File: config.mk
export PLATFORM = sky130hd
export DESIGN_NAME = reg_bus_arbiter
export DESIGN_NICKNAME = d
export VERILOG_FILES = /design/src/rtl/reg_bus_arbiter.sv
export SDC_FILE = /design/constraint.sdc
export NUM_CORES = 1
export LEC_CHECK = 0
export ABC_CLOCK_PERIOD_IN_PS = 3000
export CORE_ASPECT_RATIO = 1.2
export CORE_MARGIN = 5
export CORE_UTILIZATION = 42
export CTS_CLUSTER_DIAMETER = 120
export DETAILED_ROUTE_END_ITERATION = 12
export PLACE_DENSITY = 0.8
export SLEW_MARGIN = 20
export SYNTH_ARGS = -nofsm -noshare
export SYNTH_HDL_FRONTEND = slang
export SYNTH_SLANG_ARGS = --single-unit
File: constraint.sdc
create_clock -name clk -period 3 [get_ports clk]
set_clock_uncertainty 0.2 [all_clocks]
set_input_delay 0.6 -clock clk [delete_from_list [all_inputs] [get_ports clk]]
set_output_delay 0.6 -clock clk [all_outputs]
set_load 0.02 [all_outputs]
File: src/rtl/reg_bus_arbiter.sv
// Two-requester round-robin arbiter in front of a single register-bank port.
// One downstream transaction at a time, each bounded by a wait-for-ack timeout.
module reg_bus_arbiter #(
  parameter int unsigned       ADDR_W   = 8,
  parameter int unsigned       DATA_W   = 16,
  parameter int unsigned       TIMEOUT  = 255,
  parameter logic [DATA_W-1:0] ERR_DATA = 16'hDEAD
) (
  input  logic              clk,
  input  logic              rst,
  input  logic              m0_req,
  input  logic              m0_we,
  input  logic [ADDR_W-1:0] m0_addr,
  input  logic [DATA_W-1:0] m0_wdata,
  output logic              m0_ack,
  output logic [DATA_W-1:0] m0_rdata,
  input  logic              m1_req,
  input  logic              m1_we,
  input  logic [ADDR_W-1:0] m1_addr,
  input  logic [DATA_W-1:0] m1_wdata,
  output logic              m1_ack,
  output logic [DATA_W-1:0] m1_rdata,
  output logic              s_req,
  output logic              s_we,
  output logic [ADDR_W-1:0] s_addr,
  output logic [DATA_W-1:0] s_wdata,
  input  logic              s_ack,
  input  logic [DATA_W-1:0] s_rdata,
  output logic              grant,
  output logic              busy,
  output logic              timeout_err
);

  typedef enum logic [1:0] {IDLE, ISSUE, WAIT, RESP} state_e;

  localparam logic [7:0] CNT_LAST = 8'(TIMEOUT - 1);

  state_e              state_q, state_d;
  logic [7:0]          cnt_q, cnt_d;
  logic                grant_q, grant_d;
  logic                last_q, last_d;
  logic                we_q, we_d;
  logic [ADDR_W-1:0]   addr_q, addr_d;
  logic [DATA_W-1:0]   wdata_q, wdata_d;
  logic [DATA_W-1:0]   rdata0_q, rdata0_d;
  logic [DATA_W-1:0]   rdata1_q, rdata1_d;
  logic                load;
  logic [DATA_W-1:0]   resp_data;

  always_ff @(posedge clk or posedge rst) begin
    if (rst) begin
      state_q  <= IDLE;
      cnt_q    <= '0;
      grant_q  <= 1'b0;
      last_q   <= 1'b1;
      we_q     <= 1'b0;
      addr_q   <= '0;
      wdata_q  <= '0;
      rdata0_q <= '0;
      rdata1_q <= '0;
    end else begin
      state_q  <= state_d;
      cnt_q    <= cnt_d;
      grant_q  <= grant_d;
      last_q   <= last_d;
      we_q     <= we_d;
      addr_q   <= addr_d;
      wdata_q  <= wdata_d;
      rdata0_q <= rdata0_d;
      rdata1_q <= rdata1_d;
    end
  end

  always_comb begin
    state_d     = state_q;
    cnt_d       = cnt_q;
    grant_d     = grant_q;
    last_d      = last_q;
    we_d        = we_q;
    addr_d      = addr_q;
    wdata_d     = wdata_q;
    rdata0_d    = rdata0_q;
    rdata1_d    = rdata1_q;
    load        = 1'b0;
    resp_data   = s_rdata;
    s_req       = 1'b0;
    m0_ack      = 1'b0;
    m1_ack      = 1'b0;
    timeout_err = 1'b0;

    case (state_q)
      IDLE: begin
        if (m0_req || m1_req) begin
          // On a tie the requester not served last wins.
          grant_d = (m0_req && m1_req) ? ~last_q : m1_req;
          if (grant_d) begin
            we_d    = m1_we;
            addr_d  = m1_addr;
            wdata_d = m1_wdata;
          end else begin
            we_d    = m0_we;
            addr_d  = m0_addr;
            wdata_d = m0_wdata;
          end
          state_d = ISSUE;
        end
      end
      ISSUE: begin
        s_req   = 1'b1;
        cnt_d   = '0;
        state_d = WAIT;
      end
      WAIT: begin
        // s_ack takes priority over a timeout landing in the same cycle.
        if (s_ack) begin
          load    = 1'b1;
          state_d = RESP;
        end else if (cnt_q == CNT_LAST) begin
          load        = 1'b1;
          resp_data   = ERR_DATA;
          timeout_err = 1'b1;
          state_d     = RESP;
        end else begin
          cnt_d = cnt_q + 8'd1;
        end
      end
      RESP: begin
        m0_ack  = ~grant_q;
        m1_ack  = grant_q;
        last_d  = grant_q;
        state_d = IDLE;
      end
      default: state_d = IDLE;
    endcase

    if (load) begin
      if (grant_q) rdata1_d = resp_data;
      else         rdata0_d = resp_data;
    end
  end

  assign s_we     = we_q;
  assign s_addr   = addr_q;
  assign s_wdata  = wdata_q;
  assign grant    = grant_q;
  assign busy     = (state_q != IDLE);
  assign m0_rdata = rdata0_q;
  assign m1_rdata = rdata1_q;

endmodule
* Yosys cells after proc, flatten, opt, wreduce, memory -nomap -nowiden
Index checks and enable logic that the tools add are counted.
** Storage, ports and cells
- Register bits :: 69
- Bits of input ports :: 71
** Cells by class
- Add/sub/neg operators :: 1
- Equality and inequality tests :: 8
- Muxes and demuxes :: 22
- Bitwise operators :: 2
- Reductions and logical operators :: 10
** Operators by type and width (count)
- $mux W16 :: 4
- $mux W8 :: 3
- $pmux W8 S2 :: 1
- $mux W1 :: 10
- $add A8 B1 Y8 const B :: 1
- $eq A8 B8 Y1 const B :: 1
- $pmux W2 S4 :: 1
- $reduce_and A2 Y1 :: 4
- $mux W2 :: 3
- $ne A2 B2 Y1 const B :: 3
- $eq A2 B2 Y1 const B :: 2
- $reduce_bool A2 Y1 :: 2
- $ne A3 B3 Y1 const B :: 1
- $reduce_and A3 Y1 :: 1
- $eq A2 B1 Y1 const B :: 1
- $logic_not A2 Y1 :: 1
- $not A1 Y1 :: 2
- $logic_and A1 B1 Y1 :: 1
- $logic_or A1 B1 Y1 :: 1

* Longest topological paths before layout
- Depth after elaboration :: 5
- Mapped depth :: 7
- Depth with buffers taken out :: 6

* Worst setup path before layout
Ideal clock, no wire load.
- Path type :: flip-flop to output port
- Start point :: register cnt_q[0]
- End point :: output timeout_err
- Arrival :: 1285 ps
- Data required time :: 2200 ps
- Slack :: 915 ps
- Cell stages (with the launch flop) :: 5
- Path buffers :: 0
- Cell sequence :: dfrtp_1 -> inv_1 -> ha_1 -> nand3_1 -> nor3_1
** Between the ends
- Cells in the longest elaborated chain, start to end :: 4
** RTL lines
- start: declaration :: RTL line 39 : logic [7:0] cnt_q, cnt_d;
- start signal: assignment :: RTL line 63 : cnt_q <= cnt_d;
- $eq A8 B8 Y1 :: RTL line 118 : end else if (cnt_q == CNT_LAST) begin
- $mux W1 :: RTL line 118
- $mux W1 :: RTL line 115 : if (s_ack) begin
- $mux W1 :: RTL line 91 : case (state_q)
- end: declaration :: RTL line 31 : output logic timeout_err
No other way between the ends.

* Final worst setup path
Ends and elaborated chain as after synthesis.

==> flow_summary.ini <==
[global_route]
grt_max_degree = 51
antenna_found_initial = 0
track_usage_pct = 18.6
gr-total-overflow = 0
grt_pass1_vias = 2817
grt_pass1_wl_um = 13500

[die]
fp-row-count = 34
die_width_um = 88.3
die_h_um = 104
start_util_pct = 42.8
core_area_um2 = 7230
dieArea_um2 = 9180
io_pins = 134

[finish]
antenna_cells = 0
final_cells = 498
multi_input_area_um2 = 1250
n_fill_cell = 626
final_cell_mix = 133 x clkdlybuf4s50_1, 68 x dfrtp_1, 33 x o21ai_0
final_common_cell = clkdlybuf4s50_1
seqCellArea_um2 = 1730
final_nets = 480
layout-drive-gt1-share_pct = 8.58
syn2layout_area_growth_pct = 51.6

[logic_synthesis]
synth_seq_cells = 69
synth.distinct_cells = 39
synth-seq-area-share_pct = 55.9
avgSynthCellArea_um2 = 11.5
synth_edf_count = 0
netlist_area_um2 = 3090
synth_ff_type = dfrtp_1
ys_async_sr_fraction_pct = 100
synthCells = 269
yosysWarnings = 0
synth_nets = 346

[place]
io_buffers = 133
post-place-cells = 482
dp_hpwl_um = 6260
place.gp.congestion = 0.731

[cts]
numCtsBuffers = 9
clockBufferDepth = 2
hold_buffers = 0
h-tree-depth = 3
cts_setup_buffers = 0
cts_sinks = 69
clk_latency_ns = 0.33
cts_root_buf = clkbuf_8
path_clk_slew_ns = 0.07
cts_tree = built
cts.repair.resized = 0

[status]
outcome = complete, no violations

[worst_hold_path]
hold_path_class = flip-flop to flip-flop
min_path_cells = 2

[sta]
tns_ns = 0
finalHoldViolCount = 0
period_share_pct = 93.9
slew_headroom_pct = 55.9
rsz0062_at_grt = no
finalSetupViolCount = 0
finalMaxSlewViolations = 0
finalCriticalPeriod_ns = 2.82
fmax_mhz = 355
tightest_slew_ns = 0.655

[setup_path]
critPathArrivalTime_ns = 2.02
start_kind = flip-flop
regToRegEndpoint = m1_rdata[8]
cp_max_fo = 6
worstSetupStartpoint = cnt_q[0]
end_kind = output port
r2r_setup_slack_ns = 0.94
timing_worst_setup_path_type = flip-flop to output port
reg2reg_from = state_q[0]
critical_path.endpoint = timeout_err
rr_worst_depth = 6
worst_ep_required_time_ns = 2.20

[routing]
route.detailed.drc = 0
drt_first_iter_violations = 68
drt_first_pass_iters = 6
wl_per_cell_um = 16.3
drtAntennaViolNets = 0
vias = 2616
wl_um = 8140
vias_per_cell = 5.25

[pwr]
ir_drop_uv = 471
p_leak_nw = 1.99
pwr_density_cell_nw_per_um2 = 998

[flow_run]
cap_violations = 0
-- cell type report --
class                           count  share of cell area [%]
Multi-Input combinational cell    177                    26.6
Clock buffer                       11                    3.02
Clock inverter                      5                   0.774
Sequential cell                    69                    36.9
Tap cell                           90                    2.40
Inverter                            6                   0.481
Timing Repair Buffer              140                    29.8
-- state kept, by name, summed over array words and instances, names as in the netlist --
register / flops
m0_rdata: 16
m1_rdata: 16
s_wdata: 16
cnt_q: 8
s_addr: 8
state_q: 2
grant: 1
last_q: 1
s_we: 1
-- cells by family (layout without fill, tap and decap cells) --
family	count (synthesis)	after routing	synth area share (%)
AO/OA/AOI/OAI	82	82	19.2
buffers and inverters	23	162	4.21
multiplexers	27	27	8.82
AND/OR/NAND/NOR	62	62	9.43
adder cells (fa/ha/maj)	6	6	2.43
flip-flops	69	69	55.9
-- worst max-delay path, cell delays in order, from the launching register on --
cell and delay (ns):
dfrtp_1 0.43, inv_1 0.08, ha_1 0.14, nand3_1 0.17, nor3_1 0.23, clkdlybuf4s50_1 0.64
-- metrics by stage --
step / area [µm²] / utilization, % / worst slack, ns / total power, mW / hold slack, ns
global placement: 4510 / 62.3 / 0.273 / 3.99 / 0.261
CTS: 4690 / 64.8 / 0.130 / 4.74 / 0.285
global route: 4690 / 64.8 / 0.00198 / 5.00 / 0.304
detailed placement: 4510 / 62.3 / 0.181 / 4.05 / 0.270
finish: 4690 / 64.8 / 0.183 / 4.68 / 0.279
floorplan: 3090 / - / 0.462 / 2.90 / 0.248
-- synth_stat cells, types with 2 or more instances --
master | number | area share [%]
a31o_2 | 2 | 0.57
inv_1 | 6 | 0.73
nor2_1 | 11 | 1.3
or3_1 | 4 | 0.81
nand2_1 | 28 | 3.4
dfrtp_1 | 68 | 55
clkbuf_1 | 8 | 0.97
mux2i_1 | 25 | 8.1
buf_6 | 5 | 1.8
a2bb2oi_1 | 22 | 6.2
nand2b_1 | 3 | 0.61
a32o_1 | 10 | 3.2
ha_1 | 6 | 2.4
nor2b_1 | 3 | 0.61
and2_1 | 2 | 0.40
o21a_2 | 2 | 0.57
nand3_1 | 6 | 0.97
o21ai_0 | 33 | 5.3
a21oi_1 | 5 | 0.81
-- per-layer routing --
layer	share of wire, %	global-route usage (%)
met1	38	21.7
met2	51	30.9
met3	8.9	6.97
met4	1.7	6.37
met5	0	0
-- worst min path at each step --
stage / start / end / slack [ns]
detailed placement: s_we / s_we / 0.27
global route: s_wdata[5] / s_wdata[5] / 0.30
floorplan: cnt_q[7] / cnt_q[7] / 0.25
global placement: s_wdata[2] / s_wdata[2] / 0.26
finish: s_wdata[5] / s_wdata[5] / 0.28
CTS: s_wdata[5] / s_wdata[5] / 0.28
-- power breakdown --
| part | internal (mW) | switching, mW | leakage (nW) |
|---|---|---|---|
| registers | 1.36 | 0.267 | 0.836 |
| logic | 1.18 | 1.20 | 1.07 |
| clock network | 0.323 | 0.349 | 0.0815 |
Power figures use the tool's default switching activity.
